**src/rtl/cic_pkg.sv**
```systemverilog
// Shared definitions for the CIC decimation sequencer.
//   cic_state_e   : sequencer state encoding (IDLE / FLUSH / RUN)
//   *_DEF         : default parameter values used by cic_decim_ctrl
package cic_pkg;

  typedef enum logic [1:0] {
    ST_IDLE  = 2'd0,
    ST_FLUSH = 2'd1,
    ST_RUN   = 2'd2
  } cic_state_e;

  localparam int unsigned RATIO_W_DEF   = 6;
  localparam int unsigned RATIO_RST_DEF = 31;
  localparam int unsigned STAGES_DEF    = 3;
  localparam int unsigned DATA_W_DEF    = 10;
  localparam int unsigned COMB_LAT_DEF  = 1;

endpackage

```
**src/rtl/cic_out_fifo.sv**
```systemverilog
// Two-entry registered valid/ready output buffer (no fall-through).
// Ports:
//   clk_i, rst_i     clock, async active-high reset
//   push_i, data_i   write request and sample
//   ready_i          consumer ready; pop = valid_o & ready_i
//   clr_overrun_i    clears the sticky overrun flag
//   data_o, valid_o  head of buffer and its valid flag
//   overrun_o        sticky: a push was dropped because the buffer was full
module cic_out_fifo #(
  parameter int unsigned DATA_W = 10
) (
  input  logic              clk_i,
  input  logic              rst_i,
  input  logic              push_i,
  input  logic [DATA_W-1:0] data_i,
  input  logic              ready_i,
  input  logic              clr_overrun_i,
  output logic [DATA_W-1:0] data_o,
  output logic              valid_o,
  output logic              overrun_o
);

  logic [DATA_W-1:0] head_q, head_d, tail_q, tail_d;
  logic [1:0]        cnt_q, cnt_d;
  logic              valid_q, valid_d;
  logic              ovr_q, ovr_d;
  logic              pop, full, empty, drop;

  assign pop   = valid_q & ready_i;
  assign full  = (cnt_q == 2'd2);
  assign empty = (cnt_q == 2'd0);

  // Occupancy update; head_q always holds the oldest entry so data_o is a flop
  always_comb begin
    head_d = head_q;
    tail_d = tail_q;
    cnt_d  = cnt_q;
    drop   = 1'b0;
    unique case ({push_i, pop})
      2'b10: begin
        if (empty) begin
          head_d = data_i;
          cnt_d  = 2'd1;
        end else if (!full) begin
          tail_d = data_i;
          cnt_d  = 2'd2;
        end else begin
          drop = 1'b1;
        end
      end
      2'b01: begin
        head_d = tail_q;
        cnt_d  = cnt_q - 2'd1;
      end
      2'b11: begin
        // pop implies non-empty; occupancy is unchanged
        if (full) begin
          head_d = tail_q;
          tail_d = data_i;
        end else begin
          head_d = data_i;
        end
      end
      default: ;
    endcase
    valid_d = (cnt_d != 2'd0);
    // a drop in the same cycle as a clear wins
    ovr_d   = drop ? 1'b1 : (clr_overrun_i ? 1'b0 : ovr_q);
  end

  always_ff @(posedge clk_i or posedge rst_i) begin
    if (rst_i) begin
      head_q  <= '0;
      tail_q  <= '0;
      cnt_q   <= 2'd0;
      valid_q <= 1'b0;
      ovr_q   <= 1'b0;
    end else begin
      head_q  <= head_d;
      tail_q  <= tail_d;
      cnt_q   <= cnt_d;
      valid_q <= valid_d;
      ovr_q   <= ovr_d;
    end
  end

  assign data_o    = head_q;
  assign valid_o   = valid_q;
  assign overrun_o = ovr_q;

endmodule

```
**src/rtl/cic_decim_ctrl.sv**
```systemverilog
// Sequencer for the CIC decimation datapath: low-rate strobe generation,
// comb settling (flush), sample capture and hand-off through a 2-entry buffer.
// Ports:
//   i_clk_high, i_reset        high-rate clock, async active-high reset
//   i_enable                   run request (level)
//   i_ratio_wr, i_ratio        ratio field write (holds R-1; 0 is coerced to 1)
//   o_ratio                    ratio field in use
//   o_clk_low                  one-cycle comb enable strobe, every R cycles
//   i_comb_data                comb output, valid COMB_LAT cycles after o_clk_low
//   o_data, o_valid, i_ready   decimated sample stream
//   o_settled                  high while in RUN
//   o_overrun, i_clr_overrun   sticky dropped-sample flag and its clear
module cic_decim_ctrl
  import cic_pkg::*;
#(
  parameter int unsigned RATIO_W   = RATIO_W_DEF,
  parameter int unsigned DATA_W    = DATA_W_DEF,
  parameter int unsigned STAGES    = STAGES_DEF,
  parameter int unsigned COMB_LAT  = COMB_LAT_DEF,
  parameter int unsigned RATIO_RST = RATIO_RST_DEF
) (
  input  logic               i_clk_high,
  input  logic               i_reset,
  input  logic               i_enable,
  input  logic               i_ratio_wr,
  input  logic [RATIO_W-1:0] i_ratio,
  output logic [RATIO_W-1:0] o_ratio,
  output logic               o_clk_low,
  input  logic [DATA_W-1:0]  i_comb_data,
  output logic [DATA_W-1:0]  o_data,
  output logic               o_valid,
  input  logic               i_ready,
  output logic               o_settled,
  output logic               o_overrun,
  input  logic               i_clr_overrun
);

  localparam int unsigned FLUSH_W = (STAGES < 2) ? 1 : $clog2(STAGES + 1);

  cic_state_e         state_q, state_d;
  logic [RATIO_W-1:0] cnt_q, cnt_d;
  logic [RATIO_W-1:0] ratio_q, ratio_d;
  logic [RATIO_W-1:0] shadow_q, shadow_d;
  logic               shadow_vld_q, shadow_vld_d;
  logic [FLUSH_W-1:0] flush_q, flush_d;
  logic               strobe_q, strobe_d;
  logic               keep_q, keep_d;
  logic [COMB_LAT-1:0] dly_q, dly_d;
  logic               settled_q;
  logic [RATIO_W-1:0] wr_val;
  logic               push_c;

  assign wr_val = (i_ratio == '0) ? RATIO_W'(1) : i_ratio;

  // Next-state: period counter, shadow ratio, flush count and strobe tagging
  always_comb begin
    state_d      = state_q;
    cnt_d        = cnt_q;
    ratio_d      = ratio_q;
    shadow_d     = shadow_q;
    shadow_vld_d = shadow_vld_q;
    flush_d      = flush_q;
    strobe_d     = 1'b0;
    keep_d       = 1'b0;
    unique case (state_q)
      ST_IDLE: begin
        cnt_d = '0;
        // writes (or a shadow left pending on the way into IDLE) apply at once
        if (i_ratio_wr) begin
          ratio_d = wr_val;
        end else if (shadow_vld_q) begin
          ratio_d = shadow_q;
        end
        shadow_vld_d = 1'b0;
        if (i_enable) begin
          state_d = ST_FLUSH;
          flush_d = FLUSH_W'(STAGES);
        end
      end
      ST_FLUSH, ST_RUN: begin
        if (!i_enable) begin
          state_d = ST_IDLE;
          cnt_d   = '0;
          if (i_ratio_wr) begin
            shadow_d     = wr_val;
            shadow_vld_d = 1'b1;
          end
        end else if (cnt_q == ratio_q) begin
          cnt_d    = '0;
          strobe_d = 1'b1;
          // only strobes issued while settled produce a kept sample
          keep_d   = (state_q == ST_RUN);
          if (shadow_vld_q) begin
            ratio_d = shadow_q;
            state_d = ST_FLUSH;
            flush_d = FLUSH_W'(STAGES);
          end else if (state_q == ST_FLUSH) begin
            if (flush_q == FLUSH_W'(1)) begin
              state_d = ST_RUN;
            end else begin
              flush_d = flush_q - FLUSH_W'(1);
            end
          end
          // a write landing on the wrap cycle waits for the following wrap
          shadow_vld_d = i_ratio_wr;
          if (i_ratio_wr) begin
            shadow_d = wr_val;
          end
        end else begin
          cnt_d = cnt_q + RATIO_W'(1);
          if (i_ratio_wr) begin
            shadow_d     = wr_val;
            shadow_vld_d = 1'b1;
          end
        end
      end
      default: state_d = ST_IDLE;
    endcase
  end

  // Kept strobes travel COMB_LAT cycles; dropping enable flushes the line
  assign dly_d  = i_enable ? COMB_LAT'({dly_q, strobe_q & keep_q}) : '0;
  assign push_c = dly_q[COMB_LAT-1] & i_enable;

  always_ff @(posedge i_clk_high or posedge i_reset) begin
    if (i_reset) begin
      state_q      <= ST_IDLE;
      cnt_q        <= '0;
      ratio_q      <= RATIO_W'(RATIO_RST);
      shadow_q     <= '0;
      shadow_vld_q <= 1'b0;
      flush_q      <= '0;
      strobe_q     <= 1'b0;
      keep_q       <= 1'b0;
      dly_q        <= '0;
      settled_q    <= 1'b0;
    end else begin
      state_q      <= state_d;
      cnt_q        <= cnt_d;
      ratio_q      <= ratio_d;
      shadow_q     <= shadow_d;
      shadow_vld_q <= shadow_vld_d;
      flush_q      <= flush_d;
      strobe_q     <= strobe_d;
      keep_q       <= keep_d;
      dly_q        <= dly_d;
      settled_q    <= (state_d == ST_RUN);
    end
  end

  assign o_ratio   = ratio_q;
  assign o_clk_low = strobe_q;
  assign o_settled = settled_q;

  cic_out_fifo #(
    .DATA_W(DATA_W)
  ) u_out_fifo (
    .clk_i        (i_clk_high),
    .rst_i        (i_reset),
    .push_i       (push_c),
    .data_i       (i_comb_data),
    .ready_i      (i_ready),
    .clr_overrun_i(i_clr_overrun),
    .data_o       (o_data),
    .valid_o      (o_valid),
    .overrun_o    (o_overrun)
  );

endmodule

```
**config.mk**
```make
export PLATFORM = sky130hd
export DESIGN_NAME = cic_decim_ctrl
export DESIGN_NICKNAME = d
export VERILOG_FILES = /design/src/rtl/cic_pkg.sv /design/src/rtl/cic_out_fifo.sv /design/src/rtl/cic_decim_ctrl.sv
export SDC_FILE = /design/constraint.sdc
export NUM_CORES = 1
export LEC_CHECK = 0
export CORE_MARGIN = 5
export CORE_UTILIZATION = 40
export CTS_CLUSTER_SIZE = 40
export DETAILED_ROUTE_END_ITERATION = 8
export SYNTH_ARGS = -nofsm -noshare
export SYNTH_HDL_FRONTEND = slang
export SYNTH_HIERARCHICAL = 1
export SYNTH_SLANG_ARGS = --single-unit
```
**constraint.sdc**
```tcl
create_clock -name i_clk_high -period 5.22 [get_ports i_clk_high]
set_input_delay 0.783 -clock i_clk_high [delete_from_list [all_inputs] [get_ports i_clk_high]]
set_output_delay 0.783 -clock i_clk_high [all_outputs]
set_load 0.02 [all_outputs]
```
# After elaboration in Yosys (flattened, before gate mapping)
# Index checks and enable logic that the tools add are counted.
dict set report word_totals {
  elab_cells 100
  reg_bits 51
  input_bits 22
  out_inout_bits 20
}
dict set report classes {
  eq_ne 17
  n_addsub 3
  n_bitwise 3
  reduce_logical 14
  n_mux 48
}
# op n
set op_table {}
lappend op_table {{$mux W6} 7}
lappend op_table {{$mux W10} 4}
lappend op_table {{$pmux W10 S3} 1}
lappend op_table {{$mux W2} 14}
lappend op_table {{$pmux W6 S2} 2}
lappend op_table {{$pmux W10 S2} 1}
lappend op_table {{$mux W1} 15}
lappend op_table {{$pmux W2 S2} 3}
lappend op_table {{$eq A2 B2 Y1 const B} 5}
lappend op_table {{$ne A2 B2 Y1 const B} 4}
lappend op_table {{$reduce_bool A2 Y1} 4}
lappend op_table {{$add A6 B1 Y6 const B} 1}
lappend op_table {{$eq A2 B1 Y1 const B} 3}
lappend op_table {{$eq A6 B6 Y1} 1}
lappend op_table {{$logic_not A6 Y1} 1}
lappend op_table {{$ne A3 B3 Y1 const B} 2}
lappend op_table {{$reduce_and A3 Y1} 2}
lappend op_table {{$reduce_and A6 Y1} 1}
lappend op_table {{$logic_not A2 Y1} 2}
lappend op_table {{$ne A2 B1 Y1 const B} 2}
lappend op_table {{$reduce_and A2 Y1} 2}
lappend op_table {{$sub A2 B1 Y2 const B} 2}
lappend op_table {{$and A1 B1 Y1} 3}
lappend op_table {{$reduce_bool A3 Y1} 1}
lappend op_table {{other kinds (2)} 2}

# Logic depth before layout (Yosys ltp)
# Gate-level depths: netlist (run 1).
dict set report logic_depth {
  depth_word 8
  ltp_mapped 7
  depth_no_buf 7
}

# Cells and area by module
# Netlist (run 1), hierarchy kept.
# mod cells_each area_per_inst_um2 instances seq_area_each_um2
set by_module_without_submodules {}
lappend by_module_without_submodules {cic_decim_ctrl 123 1383.8 1 681.9}
lappend by_module_without_submodules {cic_out_fifo 97 1305.0 1 600.6}

# Least setup slack after synthesis (run 1)
# OpenSTA, ideal clock, no wires.
dict set report synth_timing {
  path_kind {input to register}
  start {in i_enable}
  end {reg u_out_fifo.head_q[6] (netlist: u_out_fifo/data_o[6])}
  t_arrival_ns 2.076
  setup_slack_ns 3.019
  n_path_buf 1
  t_required_ns 5.095
  setup_ns 0.125
  stages 7
  cell_sequence {and2_1 inv_1 ha_1 buf_2 nor3_1 nor2_4 mux2_4}
}
dict set report synth_via {
  elab_chain_len 4
  elab_cells_between_ends 8
  cone_classes {eq/ne (4); mux (1); bitwise (1); reduce/logical (2)}
}
# element line
set synth_rtl {}
lappend synth_rtl {{start: declaration} cic_decim_ctrl.sv:24} ;# input logic i_enable,
lappend synth_rtl {{$and A1 B1 Y1 *} cic_decim_ctrl.sv:123} ;# assign push_c = dly_q[COMB_LAT-1] & i_enable;
lappend synth_rtl {{$eq A2 B2 Y1 or $eq A2 B1 Y1 (tied branches)} cic_out_fifo.sv:39} ;# unique case ({push_i, pop})
lappend synth_rtl {{$ne A2 B1 Y1 (no line) or $reduce_bool A3 Y1 (tied branches)} n/a}
lappend synth_rtl {{$reduce_and A2 Y1 (no line)} n/a}
lappend synth_rtl {{end signal: assignment} cic_out_fifo.sv:73} ;# head_q <= '0;
lappend synth_rtl {{end signal: assignment} cic_out_fifo.sv:79} ;# head_q <= head_d;
lappend synth_rtl {{end: declaration} cic_out_fifo.sv:23} ;# logic [DATA_W-1:0] head_q, head_d, tail_q, tail_d;
# Mark *: on every way between the ends. The rest lies on a longest branch, timed or not.
# A chain may end at the register's enable or synchronous reset.

# Worst setup path in the final report (run 1)
dict set report layout_timing {
  start {in i_enable}
  end {reg u_out_fifo.head_q[5] (netlist: u_out_fifo/data_o[5])}
}
dict set report layout_via {
  elab_chain_len 4
  elab_cells_between_ends 8
  cone_classes {eq/ne (4); mux (1); bitwise (1); reduce/logical (2)}
}
# element line
set layout_rtl {}
lappend layout_rtl {{$and A1 B1 Y1 *} cic_decim_ctrl.sv:123}
lappend layout_rtl {{named net push_c} cic_decim_ctrl.sv:51} ;# logic push_c;
lappend layout_rtl {{$eq A2 B2 Y1 or $eq A2 B1 Y1 (tied branches)} cic_out_fifo.sv:39}
lappend layout_rtl {{$ne A2 B1 Y1 (no line) or $reduce_bool A3 Y1 (tied branches)} n/a}
lappend layout_rtl {{$reduce_and A2 Y1 (no line)} n/a}
# Mark *: on every way through the listed nets, which the timed path passes. The rest lies on a longest branch.

==> results of run 1 <==
[layout by cell type (no fill, tap or decap), types with 8 or more instances in the layout]
cell / n
mux2_4: 9
clkdlybuf4s50_1: 41
nand2_1: 12
xnor2_1: 8
ha_1: 13
dfrtp_1: 46
mux2_2: 16
inv_1: 13
nor2_1: 12
[state kept, by name (all words and copies together) (netlist names), 2 cells and up]
name / cells
cnt_q: 6
flush_q: 2
o_ratio: 6
shadow_q: 6
state_q: 2
u_out_fifo/cnt_q: 2
u_out_fifo/data_o: 10
u_out_fifo/tail_q: 10
[worst max-delay path, cell delays in order]
cell and delay, ns:
clkdlybuf4s50_1 0.57, and2_1 0.21, ha_1 0.53, nor3_1 0.16, nor2_4 0.32, mux2_2 0.38
[through the flow]
step	std cells	setup WS (ns)	area [sq um]
final	342	2.45	3260
after global routing	342	2.31	3260
after CTS	342	2.46	3260
after detailed placement	334	2.11	3170
after global placement	334	2.17	3170
after floorplan	220	3.02	2690
[area by class of cell]
type                       instances  area [sq um]
clock buffer                       5          68.8
clock inverter                     3          20.0
fill                             585          3200
inverter                          13          48.8
multi-input combinational        152          1330
sequential                        51          1280
tap                               77          96.3
timing repair buffer              41           410
[per-layer routing]
layer	vias up	global-route usage (%)	wire length (microns)
met1	868	17.1	2500
met4	0	4.08	74
met2	39	20.2	2170
met3	6	3.19	217
met5	-	0	0
li1	882	-	-
[kinds of logic (layout without fill, tap and decap cells)]
logic type	after synthesis	count (layout)	synth area share (%)
compound gates	43	43	14.1
simple gates	54	54	11.7
flops	51	51	47.7
xor+xnor	11	11	3.58
mux	31	31	14.2
buf+inv	17	62	2.75
fa+ha+maj	13	13	6.05
[power by group through the flow]
| stage | Clock, mW | Combinational, mW | Sequential (mW) |
|---|---|---|---|
| 2_1_floorplan | 0 | 0.223 | 0.542 |
| 3_3_place_gp | 0 | 0.356 | 0.524 |
| 3_5_place_dp | 0 | 0.358 | 0.524 |
| 4_1_cts | 0.245 | 0.359 | 0.516 |
| 5_1_grt | 0.260 | 0.389 | 0.526 |
| 6_report | 0.231 | 0.354 | 0.516 |
[worst max path at each step]
stage / endpoint / slack [ns]
global placement: u_out_fifo/tail_q[0]$_DFFE_PP0P_ / 2.17
CTS: u_out_fifo/tail_q[2]$_DFFE_PP0P_ / 2.46
finish: u_out_fifo/data_o[5]$_DFFE_PP0P_ / 2.45
detailed placement: u_out_fifo/tail_q[2]$_DFFE_PP0P_ / 2.11
floorplan: u_out_fifo/data_o[6]$_DFFE_PP0P_ / 3.02
global route: u_out_fifo/data_o[0]$_DFFE_PP0P_ / 2.31
==> metrics.cfg, run 1 <==
[power]
switching_power_uw = 359
power.density_nw_per_um2 = 338
clkPwrFrac_pct = 21.0
internal-power_uw = 742
p_leak_nw = 1.42
peakVddDrop_uv = 199
combPwrFrac_pct = 32.2
pwr-share-seq_pct = 46.8
total_power_mw = 1.10
switching_share_pct = 32.6

[sta]
timing.hold.ws_ns = 0.488
drv_slew = 0
max_slew_margin_pct = 31.8
rsz0062_at_grt = no
worstMarginPinSlew_ns = 1.02
setup_tns_ns = 0
max_freq_mhz = 361
clock-skew-final_ns = 0.00305
min_period_ns = 2.77
setup_violations = 0
period_share_pct = 53.0
hold_violations = 0

[critical_path]
rr_worst_depth = 5
critPathLaunch = i_enable
r2r_start = u_out_fifo/valid_o$_DFF_PP0_
arrival_ns = 2.97
reg2reg_slack_ns = 3.14
critPathKind = in -> reg
start_kind = primary input
r2r_end = u_out_fifo/data_o[5]$_DFFE_PP0P_
required_ns = 5.42
cp-end-kind = flop
cp_max_fo = 13

[cells_and_area]
final_layout_size_suffix_gt1_share_pct = 18.9
postLayoutCoreUtil_pct = 50.5
finalNetCount = 299
diodes = 0
area_delta_synth_final_pct = 21.2

[drt]
wl_microns = 4970
via_per_inst = 5.25
ant_nets = 0
wire_per_inst_microns = 14.5
dr.first_iter.drc_count = 17
drc_errors = 0
dr_total_vias = 1795
firstDrtPassIters = 4

[global_routing]
grt_start_max_net_pins = 28
grt_pass1_vias = 1828
grt_usage_pct = 12.7
antenna_found_initial = 0
grt_pass1_wl_microns = 8830
grt-ovfl-total = 0

[logic_synthesis]
synth.most_common_cell = dfrtp_1
synthArstFlopShare_pct = 100
synth_edf_count = 0
ys_seq_area_share_pct = 47.7
ys_warn_count = 6
yosysUniqueCellTypes = 47
synth_area_sq_um = 2690
synth_area_leaders = dfrtp_1 43%, mux2_2 6.7%, ha_1 6.0%
netlist_instances = 220
ys.flop_type = dfrtp_1
syn_nets = 255
ys_ff_latch = 51
synthTopCellsByCount = 46 x dfrtp_1, 16 x mux2_2, 13 x ha_1, 13 x inv_1
yosysTopAreaCellShare_pct = 42.8
syn_avg_cell_area_sq_um = 12.2
yosysTopAreaCell = dfrtp_1

[hold_path]
holdPathEnd = shadow_q[0]$_DFFE_PP0P_
holdPathStages = 2
min_from = shadow_q[0]$_DFFE_PP0P_
hold_class = reg -> reg

[floorplan]
num_rows = 29
initial_core_util_pct = 41.6
dieArea_sq_um = 8460
core_sq_um = 6460
ioPinCount = 42
dieWidth_microns = 92.0
die-height_microns = 92.0

[clocking]
cts.path.max_buffers = 2
clock_sinks = 51
htree_levels = 2
clock_latency_ns = 0.31
holdBufCountCts = 0
cts_tree = done
postCtsSetupBuffers = 0
cts_inserted_buffers = 5
cts_root_buffer = clkbuf_8
clk_pin_slew_ns = 0.09
cts_resized = 0

[placement]
port_buffers = 41
place_hpwl_microns = 3680
gp_congestion = 0.812

[flow_run]
maxCapViolCount = 0

[run_status]
status = complete, no violations

(Power assumes the default switching activity.)
==> inputs of run 2 (changes only) <==
==> constraint.sdc (replaced) <==
create_clock -name i_clk_high -period 2.29 [get_ports i_clk_high]
set_input_delay 0.3435 -clock i_clk_high [delete_from_list [all_inputs] [get_ports i_clk_high]]
set_output_delay 0.3435 -clock i_clk_high [all_outputs]
set_load 0.02 [all_outputs]
==> run 2 against run 1 <==
Effect of this change:
- cell count up 3.8%
- critical path depth shrank 1
- critical endpoint is now u_out_fifo/data_o[8]$_DFFE_PP0P_
- sequential share of layout area down 1.5 points
==> metrics.cfg, run 2 (synthesis gave the netlist of run 1 again) <==
[critical_path]
r2r_end = u_out_fifo/data_o[8]$_DFFE_PP0P_
cp_max_fo = 9  ; -4
arrival_ns = 2.24  ; -0.73 ns
rr_worst_depth = 5  ; unchanged
reg2reg_slack_ns = 0.25  ; -2.89 ns
critPathKind = reg -> reg
required_ns = 2.50  ; -2.92 ns
cp-end-kind = flop
cp_common_cell = mux2_4
crit_buf_inv = 1  ; unchanged
endpoint = u_out_fifo/data_o[8]$_DFFE_PP0P_
max_stage_delay_ns = 0.52  ; -0.05 ns
start_kind = flop
r2r_start = u_out_fifo/cnt_q[0]$_DFF_PP0_
critPathSlowestCell = ha_1
crit_cells = 5  ; -1
cp_top_family = multiplexers
cp_cell_sequence = inv_1 > ha_1 > mux2_4 > a221o_1 > mux2_4
critPathLaunch = u_out_fifo/cnt_q[0]$_DFF_PP0_

[placement]
gp_congestion = 0.824  ; +1.4%
port_buffers = 41  ; unchanged
place_hpwl_microns = 3790  ; +2.9%

[sta]
period_share_pct = 89.0
min_period_ns = 2.04
setup_violations = 0  ; unchanged
max_slew_margin_pct = 63.5  ; +32 points
worstMarginPinSlew_ns = 0.548  ; -0.474 ns
timing.hold.ws_ns = 0.345  ; -0.143 ns
rsz0062_at_grt = no
hold_violations = 0  ; unchanged
drv_slew = 0  ; unchanged
clock-skew-final_ns = 0.00796  ; +0.00490 ns
max_freq_mhz = 491

[global_routing]
grt_start_max_net_pins = 28  ; unchanged
grt_usage_pct = 13.0  ; +0.26 points
antenna_found_initial = 0  ; unchanged
grt-ovfl-total = 0  ; unchanged
grt_pass1_vias = 1899  ; +3.9%
grt_pass1_wl_microns = 9030  ; +2.3%

[clocking]
cts.path.max_buffers = 2  ; unchanged
htree_levels = 2  ; unchanged
cts_root_buffer = clkbuf_8
cts_inserted_buffers = 5  ; unchanged
clock_latency_ns = 0.31  ; about the same
clk_pin_slew_ns = 0.10  ; about the same
postCtsSetupBuffers = 0  ; unchanged
cts_tree = done
cts_resized = 0  ; unchanged
holdBufCountCts = 0  ; unchanged
clock_sinks = 51  ; unchanged

[floorplan]
ioPinCount = 42  ; unchanged
die-height_microns = 92.0  ; unchanged
initial_core_util_pct = 41.6  ; unchanged
dieWidth_microns = 92.0  ; unchanged
dieArea_sq_um = 8460  ; unchanged
num_rows = 29  ; unchanged
core_sq_um = 6460  ; unchanged

[power]
p_leak_nw = 1.49  ; +5.2%
pwr-share-seq_pct = 46.1  ; -0.7 points
power.density_nw_per_um2 = 753  ; +120%
clkPwrFrac_pct = 21.3  ; +0.3 points
internal-power_mw = 1.72  ; +130%
total_power_mw = 2.55  ; +130%
combPwrFrac_pct = 32.6  ; +0.4 points
peakVddDrop_uv = 642  ; +220%
switching_power_uw = 832  ; +130%
switching_share_pct = 32.6  ; about the same

[drt]
via_per_inst = 5.17  ; -1.5%
firstDrtPassIters = 6  ; +2
wire_per_inst_microns = 14.3  ; -1.8%
ant_nets = 0  ; unchanged
dr.first_iter.drc_count = 26  ; +9
dr_total_vias = 1836  ; +2.3%
drc_errors = 0  ; unchanged
wl_microns = 5060  ; +1.9%

[hold_path]
hold_class = in -> async

[run_status]
status = complete, no violations

[cells_and_area]
finalNetCount = 312  ; +4.3%
mostFrequentLayoutCells = 46 x dfrtp_1, 41 x clkdlybuf4s50_1, 16 x mux2_2, 13 x inv_1, 13 x ha_1
final_layout_size_suffix_gt1_share_pct = 22.7  ; +3.8 points
area_delta_synth_final_pct = 25.9
layout_commonest_cell = dfrtp_1
diodes = 0  ; unchanged

[flow_run]
maxCapViolCount = 0  ; unchanged

## run 2: changes by cell type in the layout (fill, tap and decap cells not counted), sizes merged
cell    previous run  this run
inv               13        14
clkinv             1         0
buf                0        13
## run 2: power by group through the flow
stage	Clock (mW)	Combinational [mW]	Sequential, mW
after detailed placement	0	0.841	1.19
after global routing	0.608	0.924	1.20
after CTS	0.562	0.845	1.18
final	0.542	0.831	1.18
after global placement	0	0.832	1.19
after floorplan	0	0.508	1.24
## run 2: per-stage QoR
stage	cell area (sq um)	cells	setup WS [ns]	TNS (ns)	util, %
4_1_cts	3390	355	0.236	0	52.4
2_1_floorplan	2690	220	0.334	0	-
3_3_place_gp	3290	347	-0.00699	-0.0379	51.0
3_5_place_dp	3290	347	-0.0225	-0.111	51.0
5_1_grt	3390	355	0.133	0	52.4
6_report	3390	355	0.252	0	52.4
## run 2: per-layer routing
metal  up-vias  track usage, %  part of all wire [%]
met5         -               0                     0
met4         0            4.58                   1.5
met3         7            2.95                   5.1
met2        41            20.6                    43
met1       883            17.6                    50
li1        905               -                     -
## run 2: how the worst min path moves through the flow
stage / end / cells after the start / startpoint
4_1_cts: u_out_fifo/tail_q[8]$_DFFE_PP0P_ / 2 / i_reset
6_report: u_out_fifo/data_o[8]$_DFFE_PP0P_ / 2 / i_reset
3_5_place_dp: shadow_q[0]$_DFFE_PP0P_ / 2 / shadow_q[0]$_DFFE_PP0P_
3_3_place_gp: shadow_q[0]$_DFFE_PP0P_ / 2 / shadow_q[0]$_DFFE_PP0P_
2_1_floorplan: u_out_fifo/cnt_q[0]$_DFF_PP0_ / 1 / i_reset
5_1_grt: u_out_fifo/data_o[8]$_DFFE_PP0P_ / 2 / i_reset
## run 2: cell type report
type                    count  area (sq um)
fillers                   600          3070
multi-input cells         152          1330
flip-flops and latches     51          1280
repair buffers             54           533
well taps                  77          96.3
clock buffers               5          68.8
inverters                  13          48.8
clock inverters             3          23.8
